--- config.mk ---
export PLATFORM = sky130hd
export DESIGN_NAME = operand_fetch_stage_flat
export DESIGN_NICKNAME = d
export VERILOG_FILES = /design/src/rtl/operand_fetch_stage_pkg.sv /design/src/rtl/operand_fetch_stage_if.sv /design/src/rtl/operand_fetch_stage_fwd_mux.sv /design/src/rtl/operand_fetch_stage.sv /design/src/flat_wrapper.sv
export SDC_FILE = /design/constraint.sdc
export NUM_CORES = 1
export LEC_CHECK = 0
export BUFFER_PORTS_ARGS = -buffer_cell sky130_fd_sc_hd__buf_2
export CELL_PAD_IN_SITES_DETAIL_PLACEMENT = 1
export CELL_PAD_IN_SITES_GLOBAL_PLACEMENT = 1
export CORE_AREA = 2 2 178 180
export CTS_CLUSTER_SIZE = 25
export DETAILED_ROUTE_END_ITERATION = 12
export DIE_AREA = 0 0 180 182
export MAX_ROUTING_LAYER = met4
export PLACE_DENSITY_LB_ADDON = 0.1
export SKIP_LAST_GASP = 1
export SYNTH_ARGS = -nofsm -noshare
export SYNTH_HDL_FRONTEND = slang
export SYNTH_SLANG_ARGS = --single-unit
--- constraint.sdc ---
create_clock -name clk -period 4.45 [get_ports clk]
set_input_delay 0.2225 -clock clk [delete_from_list [all_inputs] [get_ports clk]]
set_output_delay 0.2225 -clock clk [all_outputs]
set_load 0.02 [all_outputs]
--- src/rtl/operand_fetch_stage_pkg.sv ---
// Shared types and constants for the operand fetch stage.
// Provides the PC register index, control width and forwarding-source enum.
package arm_core_pkg;

    localparam logic [3:0] REG_PC     = 4'd15;
    localparam int         CTRL_WIDTH = 16;

    typedef enum logic [1:0] {
        FWD_RF,
        FWD_EX,
        FWD_MEM,
        FWD_PC
    } fwd_src_e;

endpackage

--- src/rtl/operand_fetch_stage_if.sv ---
// Decode-side and execute-side valid/ready channels of the operand fetch stage.
// master: drives decoded instruction, consumes the slot; slave: the stage itself.
interface operand_fetch_stage_if #(
    parameter int DATA_WIDTH = 32,
    parameter int ADDR_WIDTH = 4,
    parameter int CTRL_WIDTH = 16
);
    logic                  id_valid;
    logic                  id_ready;
    logic [ADDR_WIDTH-1:0] id_rn;
    logic [ADDR_WIDTH-1:0] id_rm;
    logic [ADDR_WIDTH-1:0] id_rs;
    logic                  id_use_rn;
    logic                  id_use_rm;
    logic                  id_use_rs;
    logic [ADDR_WIDTH-1:0] id_rd;
    logic                  id_rd_we;
    logic                  id_is_load;
    logic [DATA_WIDTH-1:0] id_pc;
    logic [CTRL_WIDTH-1:0] id_ctrl;

    logic                  of_valid;
    logic                  of_ready;
    logic [DATA_WIDTH-1:0] of_op1;
    logic [DATA_WIDTH-1:0] of_op2;
    logic [DATA_WIDTH-1:0] of_op3;
    logic [ADDR_WIDTH-1:0] of_rd;
    logic                  of_rd_we;
    logic                  of_is_load;
    logic [DATA_WIDTH-1:0] of_pc;
    logic [CTRL_WIDTH-1:0] of_ctrl;

    modport master (
        output id_valid, id_rn, id_rm, id_rs,
        output id_use_rn, id_use_rm, id_use_rs,
        output id_rd, id_rd_we, id_is_load, id_pc, id_ctrl,
        output of_ready,
        input  id_ready,
        input  of_valid, of_op1, of_op2, of_op3,
        input  of_rd, of_rd_we, of_is_load, of_pc, of_ctrl
    );

    modport slave (
        input  id_valid, id_rn, id_rm, id_rs,
        input  id_use_rn, id_use_rm, id_use_rs,
        input  id_rd, id_rd_we, id_is_load, id_pc, id_ctrl,
        input  of_ready,
        output id_ready,
        output of_valid, of_op1, of_op2, of_op3,
        output of_rd, of_rd_we, of_is_load, of_pc, of_ctrl
    );
endinterface

--- src/rtl/operand_fetch_stage_fwd_mux.sv ---
// Operand resolution for one source: PC read, EX forward, MEM forward or RF data.
// Ports: idx, rf_data, ex_* / mem_* forwarding inputs -> operand.
module of_fwd_mux
    import arm_core_pkg::*;
#(
    parameter int DATA_WIDTH = 32,
    parameter int ADDR_WIDTH = 4
) (
    input  logic [ADDR_WIDTH-1:0] idx,
    input  logic [DATA_WIDTH-1:0] rf_data,
    input  logic                  ex_valid,
    input  logic                  ex_is_load,
    input  logic [ADDR_WIDTH-1:0] ex_addr,
    input  logic [DATA_WIDTH-1:0] ex_data,
    input  logic                  mem_valid,
    input  logic [ADDR_WIDTH-1:0] mem_addr,
    input  logic [DATA_WIDTH-1:0] mem_data,
    output logic [DATA_WIDTH-1:0] operand
);
    fwd_src_e src;

    // PC reads come straight from the RF (it already adds 8);
    // an EX load has no data yet, so it never forwards.
    always_comb begin
        src = FWD_RF;
        if (idx == ADDR_WIDTH'(REG_PC))
            src = FWD_PC;
        else if (ex_valid && !ex_is_load && ex_addr == idx)
            src = FWD_EX;
        else if (mem_valid && mem_addr == idx)
            src = FWD_MEM;
    end

    always_comb begin
        operand = rf_data;
        unique case (src)
            FWD_EX:  operand = ex_data;
            FWD_MEM: operand = mem_data;
            FWD_PC:  operand = rf_data;
            FWD_RF:  operand = rf_data;
        endcase
    end
endmodule

--- src/rtl/operand_fetch_stage.sv ---
// Decode->execute stage: RF reads, forwarding, load-use stall, output slot.
// Ports: clk/rst/flush, bus (id/of channels), rf_*, ex_fwd_*, mem_fwd_*, stall_cnt.
module operand_fetch_stage
    import arm_core_pkg::*;
#(
    parameter int DATA_WIDTH = 32,
    parameter int ADDR_WIDTH = 4,
    parameter int CTRL_WIDTH = arm_core_pkg::CTRL_WIDTH,
    parameter int CNT_WIDTH  = 16
) (
    input  logic                  clk,
    input  logic                  rst,
    input  logic                  flush,
    operand_fetch_stage_if.slave  bus,
    output logic [ADDR_WIDTH-1:0] rf_raddr1,
    output logic [ADDR_WIDTH-1:0] rf_raddr2,
    output logic [ADDR_WIDTH-1:0] rf_raddr3,
    output logic [DATA_WIDTH-1:0] rf_pc,
    input  logic [DATA_WIDTH-1:0] rf_rdata1,
    input  logic [DATA_WIDTH-1:0] rf_rdata2,
    input  logic [DATA_WIDTH-1:0] rf_rdata3,
    input  logic                  ex_fwd_valid,
    input  logic [ADDR_WIDTH-1:0] ex_fwd_addr,
    input  logic [DATA_WIDTH-1:0] ex_fwd_data,
    input  logic                  ex_fwd_is_load,
    input  logic                  mem_fwd_valid,
    input  logic [ADDR_WIDTH-1:0] mem_fwd_addr,
    input  logic [DATA_WIDTH-1:0] mem_fwd_data,
    output logic [CNT_WIDTH-1:0]  stall_cnt
);
    logic [DATA_WIDTH-1:0] op1, op2, op3;
    logic hz_rn, hz_rm, hz_rs;
    logic load_use, slot_free, accept;

    assign rf_raddr1 = bus.id_rn;
    assign rf_raddr2 = bus.id_rm;
    assign rf_raddr3 = bus.id_rs;
    assign rf_pc     = bus.id_pc;

    of_fwd_mux #(.DATA_WIDTH(DATA_WIDTH), .ADDR_WIDTH(ADDR_WIDTH)) u_mux_rn (
        .idx(bus.id_rn), .rf_data(rf_rdata1),
        .ex_valid(ex_fwd_valid), .ex_is_load(ex_fwd_is_load),
        .ex_addr(ex_fwd_addr), .ex_data(ex_fwd_data),
        .mem_valid(mem_fwd_valid), .mem_addr(mem_fwd_addr),
        .mem_data(mem_fwd_data), .operand(op1)
    );

    of_fwd_mux #(.DATA_WIDTH(DATA_WIDTH), .ADDR_WIDTH(ADDR_WIDTH)) u_mux_rm (
        .idx(bus.id_rm), .rf_data(rf_rdata2),
        .ex_valid(ex_fwd_valid), .ex_is_load(ex_fwd_is_load),
        .ex_addr(ex_fwd_addr), .ex_data(ex_fwd_data),
        .mem_valid(mem_fwd_valid), .mem_addr(mem_fwd_addr),
        .mem_data(mem_fwd_data), .operand(op2)
    );

    of_fwd_mux #(.DATA_WIDTH(DATA_WIDTH), .ADDR_WIDTH(ADDR_WIDTH)) u_mux_rs (
        .idx(bus.id_rs), .rf_data(rf_rdata3),
        .ex_valid(ex_fwd_valid), .ex_is_load(ex_fwd_is_load),
        .ex_addr(ex_fwd_addr), .ex_data(ex_fwd_data),
        .mem_valid(mem_fwd_valid), .mem_addr(mem_fwd_addr),
        .mem_data(mem_fwd_data), .operand(op3)
    );

    // R15 is supplied by the RF, so it can never wait on a load.
    assign hz_rn = bus.id_use_rn && bus.id_rn != ADDR_WIDTH'(REG_PC)
                   && bus.id_rn == ex_fwd_addr;
    assign hz_rm = bus.id_use_rm && bus.id_rm != ADDR_WIDTH'(REG_PC)
                   && bus.id_rm == ex_fwd_addr;
    assign hz_rs = bus.id_use_rs && bus.id_rs != ADDR_WIDTH'(REG_PC)
                   && bus.id_rs == ex_fwd_addr;

    assign load_use = bus.id_valid && ex_fwd_valid && ex_fwd_is_load
                      && (hz_rn || hz_rm || hz_rs);

    assign slot_free    = !bus.of_valid || bus.of_ready;
    assign bus.id_ready = slot_free && !load_use && !flush;
    assign accept       = bus.id_valid && bus.id_ready;

    always_ff @(posedge clk or posedge rst) begin
        if (rst) begin
            bus.of_valid   <= 1'b0;
            bus.of_op1     <= '0;
            bus.of_op2     <= '0;
            bus.of_op3     <= '0;
            bus.of_rd      <= '0;
            bus.of_rd_we   <= 1'b0;
            bus.of_is_load <= 1'b0;
            bus.of_pc      <= '0;
            bus.of_ctrl    <= '0;
        end else if (flush) begin
            bus.of_valid <= 1'b0;
        end else if (accept) begin
            bus.of_valid   <= 1'b1;
            bus.of_op1     <= op1;
            bus.of_op2     <= op2;
            bus.of_op3     <= op3;
            bus.of_rd      <= bus.id_rd;
            bus.of_rd_we   <= bus.id_rd_we;
            bus.of_is_load <= bus.id_is_load;
            bus.of_pc      <= bus.id_pc;
            bus.of_ctrl    <= bus.id_ctrl;
        end else if (slot_free) begin
            bus.of_valid <= 1'b0;
        end
    end

    always_ff @(posedge clk or posedge rst) begin
        if (rst)
            stall_cnt <= '0;
        else if (load_use && !flush && stall_cnt != '1)
            stall_cnt <= stall_cnt + 1'b1;
    end
endmodule

--- src/flat_wrapper.sv ---
// flat-port wrapper written by rule: the top's interface ports become plain ports
module operand_fetch_stage_flat import arm_core_pkg::*;
#(
    parameter int DATA_WIDTH = 32,
    parameter int ADDR_WIDTH = 4,
    parameter int CTRL_WIDTH = arm_core_pkg::CTRL_WIDTH,
    parameter int CNT_WIDTH  = 16
)
  (clk, rst, flush, rf_raddr1, rf_raddr2, rf_raddr3, rf_pc, rf_rdata1, rf_rdata2, rf_rdata3, ex_fwd_valid, ex_fwd_addr, ex_fwd_data, ex_fwd_is_load, mem_fwd_valid, mem_fwd_addr, mem_fwd_data, stall_cnt, bus_id_valid, bus_id_rn, bus_id_rm, bus_id_rs, bus_id_use_rn, bus_id_use_rm, bus_id_use_rs, bus_id_rd, bus_id_rd_we, bus_id_is_load, bus_id_pc, bus_id_ctrl, bus_of_ready, bus_id_ready, bus_of_valid, bus_of_op1, bus_of_op2, bus_of_op3, bus_of_rd, bus_of_rd_we, bus_of_is_load, bus_of_pc, bus_of_ctrl);
  operand_fetch_stage_if #(.DATA_WIDTH(DATA_WIDTH), .ADDR_WIDTH(ADDR_WIDTH), .CTRL_WIDTH(CTRL_WIDTH)) bus_i ();
  input  logic clk;
  input  logic rst;
  input  logic flush;
  output logic [ADDR_WIDTH-1:0] rf_raddr1;
  output logic [ADDR_WIDTH-1:0] rf_raddr2;
  output logic [ADDR_WIDTH-1:0] rf_raddr3;
  output logic [DATA_WIDTH-1:0] rf_pc;
  input  logic [DATA_WIDTH-1:0] rf_rdata1;
  input  logic [DATA_WIDTH-1:0] rf_rdata2;
  input  logic [DATA_WIDTH-1:0] rf_rdata3;
  input  logic ex_fwd_valid;
  input  logic [ADDR_WIDTH-1:0] ex_fwd_addr;
  input  logic [DATA_WIDTH-1:0] ex_fwd_data;
  input  logic ex_fwd_is_load;
  input  logic mem_fwd_valid;
  input  logic [ADDR_WIDTH-1:0] mem_fwd_addr;
  input  logic [DATA_WIDTH-1:0] mem_fwd_data;
  output logic [CNT_WIDTH-1:0] stall_cnt;
  input wire logic [$bits(bus_i.id_valid)-1:0] bus_id_valid;
  input wire logic [$bits(bus_i.id_rn)-1:0] bus_id_rn;
  input wire logic [$bits(bus_i.id_rm)-1:0] bus_id_rm;
  input wire logic [$bits(bus_i.id_rs)-1:0] bus_id_rs;
  input wire logic [$bits(bus_i.id_use_rn)-1:0] bus_id_use_rn;
  input wire logic [$bits(bus_i.id_use_rm)-1:0] bus_id_use_rm;
  input wire logic [$bits(bus_i.id_use_rs)-1:0] bus_id_use_rs;
  input wire logic [$bits(bus_i.id_rd)-1:0] bus_id_rd;
  input wire logic [$bits(bus_i.id_rd_we)-1:0] bus_id_rd_we;
  input wire logic [$bits(bus_i.id_is_load)-1:0] bus_id_is_load;
  input wire logic [$bits(bus_i.id_pc)-1:0] bus_id_pc;
  input wire logic [$bits(bus_i.id_ctrl)-1:0] bus_id_ctrl;
  input wire logic [$bits(bus_i.of_ready)-1:0] bus_of_ready;
  output wire logic [$bits(bus_i.id_ready)-1:0] bus_id_ready;
  output wire logic [$bits(bus_i.of_valid)-1:0] bus_of_valid;
  output wire logic [$bits(bus_i.of_op1)-1:0] bus_of_op1;
  output wire logic [$bits(bus_i.of_op2)-1:0] bus_of_op2;
  output wire logic [$bits(bus_i.of_op3)-1:0] bus_of_op3;
  output wire logic [$bits(bus_i.of_rd)-1:0] bus_of_rd;
  output wire logic [$bits(bus_i.of_rd_we)-1:0] bus_of_rd_we;
  output wire logic [$bits(bus_i.of_is_load)-1:0] bus_of_is_load;
  output wire logic [$bits(bus_i.of_pc)-1:0] bus_of_pc;
  output wire logic [$bits(bus_i.of_ctrl)-1:0] bus_of_ctrl;
  assign bus_i.id_valid = bus_id_valid;
  assign bus_i.id_rn = bus_id_rn;
  assign bus_i.id_rm = bus_id_rm;
  assign bus_i.id_rs = bus_id_rs;
  assign bus_i.id_use_rn = bus_id_use_rn;
  assign bus_i.id_use_rm = bus_id_use_rm;
  assign bus_i.id_use_rs = bus_id_use_rs;
  assign bus_i.id_rd = bus_id_rd;
  assign bus_i.id_rd_we = bus_id_rd_we;
  assign bus_i.id_is_load = bus_id_is_load;
  assign bus_i.id_pc = bus_id_pc;
  assign bus_i.id_ctrl = bus_id_ctrl;
  assign bus_i.of_ready = bus_of_ready;
  assign bus_id_ready = bus_i.id_ready;
  assign bus_of_valid = bus_i.of_valid;
  assign bus_of_op1 = bus_i.of_op1;
  assign bus_of_op2 = bus_i.of_op2;
  assign bus_of_op3 = bus_i.of_op3;
  assign bus_of_rd = bus_i.of_rd;
  assign bus_of_rd_we = bus_i.of_rd_we;
  assign bus_of_is_load = bus_i.of_is_load;
  assign bus_of_pc = bus_i.of_pc;
  assign bus_of_ctrl = bus_i.of_ctrl;
  operand_fetch_stage #(.DATA_WIDTH(DATA_WIDTH), .ADDR_WIDTH(ADDR_WIDTH), .CTRL_WIDTH(CTRL_WIDTH), .CNT_WIDTH(CNT_WIDTH)) u_core (.clk(clk), .rst(rst), .flush(flush), .bus(bus_i), .rf_raddr1(rf_raddr1), .rf_raddr2(rf_raddr2), .rf_raddr3(rf_raddr3), .rf_pc(rf_pc), .rf_rdata1(rf_rdata1), .rf_rdata2(rf_rdata2), .rf_rdata3(rf_rdata3), .ex_fwd_valid(ex_fwd_valid), .ex_fwd_addr(ex_fwd_addr), .ex_fwd_data(ex_fwd_data), .ex_fwd_is_load(ex_fwd_is_load), .mem_fwd_valid(mem_fwd_valid), .mem_fwd_addr(mem_fwd_addr), .mem_fwd_data(mem_fwd_data), .stall_cnt(stall_cnt));
endmodule
# Word-level counts from Yosys, hierarchy flattened
# Cells that the tools add are included.
# word_totals
reg_bits,167
out_inout_bits,212
wordCells,88
# op_classes
n_reduce_logical,36
muxes,15
add_sub_neg,1
bitwise,1
n_eq_ne,25
# op_table
operator,count
case mux 32 bit (3 select lines),3
equality test 4 bit,9
logical AND 1 bit,21
two-way mux 2 bit,9
adder 16 x 1 -> 16 bit (second input constant),1
inequality test 16 bit (second input constant),1
equality test 2 bit (second input constant),6
equality test 4 bit (second input constant),3
inequality test 4 bit (second input constant),3
equality test 2 x 1 -> 1 bit (second input constant),3
logical NOT 2 bit,3
OR reduction 2 bit,3
logical NOT 1 bit,4
logical OR 1 bit,3
two-way mux 1 bit,3
nonzero test 3 bit,1
AND reduction 2 bit,1
NOT 1 bit,1

# Depth between registers and ports, before layout
# depth
ltp_word,12
depth_mapped,12
ltp_nobuf,10

# By module
# A second synthesis with hierarchy kept.
# unflattened
hier_cells,852
hier_area_um2,9481.6
# by_module_without_submodules
module,seq_area_each_um2,n_inst,cells_each,area_per_inst_um2
operand_fetch_stage,4179.0,1,456,7226.9
of_fwd_mux at u_core.u_mux_rm ...,0.0,2,132,750.7
of_fwd_mux at u_core.u_mux_rs,0.0,1,132,753.2

# Worst setup path after synthesis
# No wires, ideal clock.
# synth_timing
kind,in2reg
start,input port ex_fwd_addr[1]
end,register u_core.bus.of_op3[30]
setup_time_ps,125
path_slack_ps,2334
stages,10
path_buffers,2
arrival_ps,1991
path_cell_list,xor2_1 > nor4_2 > nand2_1 > and2_1 > inv_1 > ha_1 > clkbuf_1 > clkbuf_1 > o21ai_0 > mux2_2
# synth_between
elab_chain_len,10
elab_cells_between_ends,24
cone_classes,eq/ne (7); mux (3); reduce/logical (14)
# synth_rtl
item,line_no,source
start: declaration,flat_wrapper.sv:22,input logic [ADDR_WIDTH-1:0] ex_fwd_addr;
branches (longest 10 deep; another with case mux 32 bit (3 select lines)),--,
end signal: assignment,operand_fetch_stage.sv:96,bus.of_op3 <= op3;
end: declaration,operand_fetch_stage_if.sv:49,"output of_valid, of_op1, of_op2, of_op3,"
# Parallel ways; which one is timed is not known.
# A chain may end at the register's enable or synchronous reset.

# Worst setup path in the final report
# layout_timing
start,register u_core.stall_cnt[3]
end,register u_core.stall_cnt[1]
# layout_between
elab_chain_len,2
# layout_rtl
item,line_no,source
start: declaration,operand_fetch_stage.sv:29,output logic [CNT_WIDTH-1:0] stall_cnt
start signal: assignment,operand_fetch_stage.sv:111,stall_cnt <= stall_cnt + 1'b1;
inequality test 16 bit,operand_fetch_stage.sv:110,else if (load_use && !flush && stall_cnt != '1)
logical AND 1 bit,operand_fetch_stage.sv:110,
# No other way between the ends.

==> reports/qor.yml <==
status: "complete, no violations"
fin_setup_tns_ps: 0
yosysMostFrequentCell: "dfrtp_1"
gp_congestion: 0.799
async_flop_share_pct: 100
syn_nets: 1083
cts_hold_buf: 14
rsz0062_at_grt: "no"
drc_errors: 0
criticalPathCategory: "reg2reg"
final_max_slew_viol_count: 0
arrival_ps: 2740
syn2layout_area_growth_pct: 33.6
drt.antenna.violating_nets: 0
start_util_pct: 28.8
yosysWarnings: 0
fin_nets: 1478
setup_violations: 0
fin_crit_sh_pct: 54.3
fmaxAchievable_ghz: 0.414
fin_skew_ps: 7.12
p_clk_share_pct: 29.3
clock-root-buffer: "clkbuf_16"
setup_slack_ps: 2030
avgSynthCellArea_um2: 10.8
drt_first_pass_iters: 4
antenna_found_initial: 13
worst_pin_slew_ps: 1010
grt_max_degree: 168
max_cap_violations: 0
wl_per_cell_um: 20.6
synth_top_area_share_pct: 46.8
cts_sinks: 167
hp-class: "in2async"
ir_worst_vdd_mv: 0.200
max_slew_margin_pct: 32.5
cp_max_fo: 15
dieWidth_um: 180
ioPinCount: 457
cts_buffer_depth: 2
p_int_mw: 3.25
core_region_area_um2: 31000
cts_buffers: 17
grt_first_pass_wirelength_um: 52200
hold_viol_final: 0
dp_hpwl_um: 24600
rows: 65
cts_tree: "yes"
htreeDepth: 4
grt_pass1_vias: 8687
layout-drive-gt1-share_pct: 46.0
routed_wl_um: 34100
seqPwrFrac_pct: 39.2
ys_types: 34
fillers: 3605
yosysSeqAreaShare_pct: 46.8
cp_cell_sequence: "and4_1 > and2_1 > nand3_1 > o221ai_2 > mux2_2"
syn_area_um2: 8940
cts_setup_buffers: 0
p_leak_nw: 5.80
synth_commonest_cells: "167 x dfrtp_1, 106 x nand2_1, 96 x a22oi_1, 96 x o21ai_0, 89 x mux2_1"
clk_pin_slew_ps: 70
p_per_area_nw_per_um2: 424
cp.required_ps: 4770
slowest_delay_ps: 690
synth_area_leaders: "dfrtp_1 47%, mux2_1 11%, a22oi_1 8.1%"
clock_latency_ps: 430
die_area_um2: 32800
p_sw_share_pct: 35.9
cts_resized: 0
ys.flop_type: "dfrtp_1"
syn_inst: 831
cp_slowest_cell: "o221ai_2"
ys_ff_latch: 167
via_per_inst: 4.84
port_buffers: 456
vias: 8000
worst_setup_path_start_kind: "flip-flop"
post-place-ws_ps: 1590
pwr-share-comb_pct: 31.5
overflow: 0
gr-usage-all-layers_pct: 21.3
fin_crit_ps: 2420
synth_largest_area_cell: "dfrtp_1"
synth_edf_count: 0
crit_path_end_kind: "flip-flop"
fp.dieH_um: 182
p_sw_mw: 1.82
drt_iter0_drc: 274
-- kinds of logic after synthesis --
family,Yosys count,share of synthesized area [%]
flops,167,46.8
fa+ha+maj,7,0.980
xor+xnor,37,3.63
simple gates,164,8.27
compound gates,196,13.9
mux,152,19.1
buf+inv,108,7.36
-- power groups by stage --
stage	registers (mW)	logic [mW]	clock network [mW]
after floorplan	2.40	0.538	0
after global placement	2.00	1.60	0
after detailed placement	2.01	1.61	0
after CTS	1.99	1.63	1.54
after global routing	2.03	1.71	1.61
final	1.98	1.60	1.48
-- routing by layer --
metal,up-vias,GRT usage (%),wire (um)
li1,3737,-,-
met1,3956,25.0,14200
met2,278,35.5,17000
met3,29,5.78,2250
met4,0,6.80,558
met5,-,-,0
-- layout by cell type (no fill, tap or decap), types with 10 or more instances in the layout --
cell | Yosys | final
nand2_1 | 106 | 106
buf_2 | 7 | 456
mux2_1 | 89 | 89
diode_2 | 0 | 13
xnor2_1 | 12 | 12
dfrtp_1 | 167 | 167
o21ai_0 | 96 | 96
mux2_2 | 63 | 63
xor2_1 | 25 | 25
dlygate4sd3_1 | 0 | 14
clkbuf_16 | 0 | 17
a22oi_1 | 96 | 96
nand3_1 | 10 | 10
nand4_1 | 10 | 10
-- worst max-delay path: cells and delay by family (launching register included) --
family / cells / cell delay, ps
compound gates: 1 / 690
flops: 1 / 470
mux: 1 / 410
simple gates: 3 / 730
-- cell type report --
cell class | count | area [um2] | area share (%)
diodes | 13 | 32.5 | 0.272
inverters | 8 | 33.8 | 0.283
clock buffers | 20 | 457 | 3.82
flip-flops and latches | 167 | 4180 | 35.0
multi-input cells | 556 | 4120 | 34.5
well taps | 402 | 503 | 4.21
clock inverters | 11 | 118 | 0.985
repair buffers | 476 | 2500 | 21.0
-- path summary, 6_finish.rpt --
check	start	endpoint	slack [ps]	cells past startpoint
hold / removal	rst	u_core.bus.of_op2[7]	20	3
setup / recovery	u_core.stall_cnt[3]	u_core.stall_cnt[1]	2030	5
max in group asynchronous	rst	u_core.bus.of_op2[13]	3630	3
setup reg to reg	u_core.stall_cnt[3]	u_core.stall_cnt[1]	2030	5
hold reg to reg	u_core.bus.of_op3[8]	u_core.bus.of_op3[8]	480	1
min in group clk	bus_id_ctrl[4]	u_core.bus.of_ctrl[4]	30	2
-- stage by stage --
| step | total power, mW | cells | util, % | area [um2] | hold WS (ps) |
|---|---|---|---|---|---|
| 6_report | 5.06 | 1653 | 38.5 | 11900 | 17.8 |
| 5_1_grt | 5.36 | 1653 | 38.5 | 11900 | 8.29 |
| 4_1_cts | 5.16 | 1640 | 38.4 | 11900 | 0.374 |
| 3_5_place_dp | 3.63 | 1595 | 36.1 | 11200 | 444 |
| 3_3_place_gp | 3.60 | 1595 | 36.1 | 11200 | 439 |
| 2_1_floorplan | 2.94 | 831 | - | 8940 | 354 |
-- sequential cells by signal, summed over array words and instances, names as in the netlist --
signal	count
u_core.bus.of_op1	32
u_core.bus.of_op2	32
u_core.bus.of_op3	32
u_core.bus.of_pc	32
u_core.bus.of_ctrl	16
u_core.stall_cnt	16
u_core.bus.of_rd	4
u_core.bus.of_is_load	1
u_core.bus.of_rd_we	1
u_core.bus.of_valid	1
Note: power is estimated with default switching activity, not from simulation.
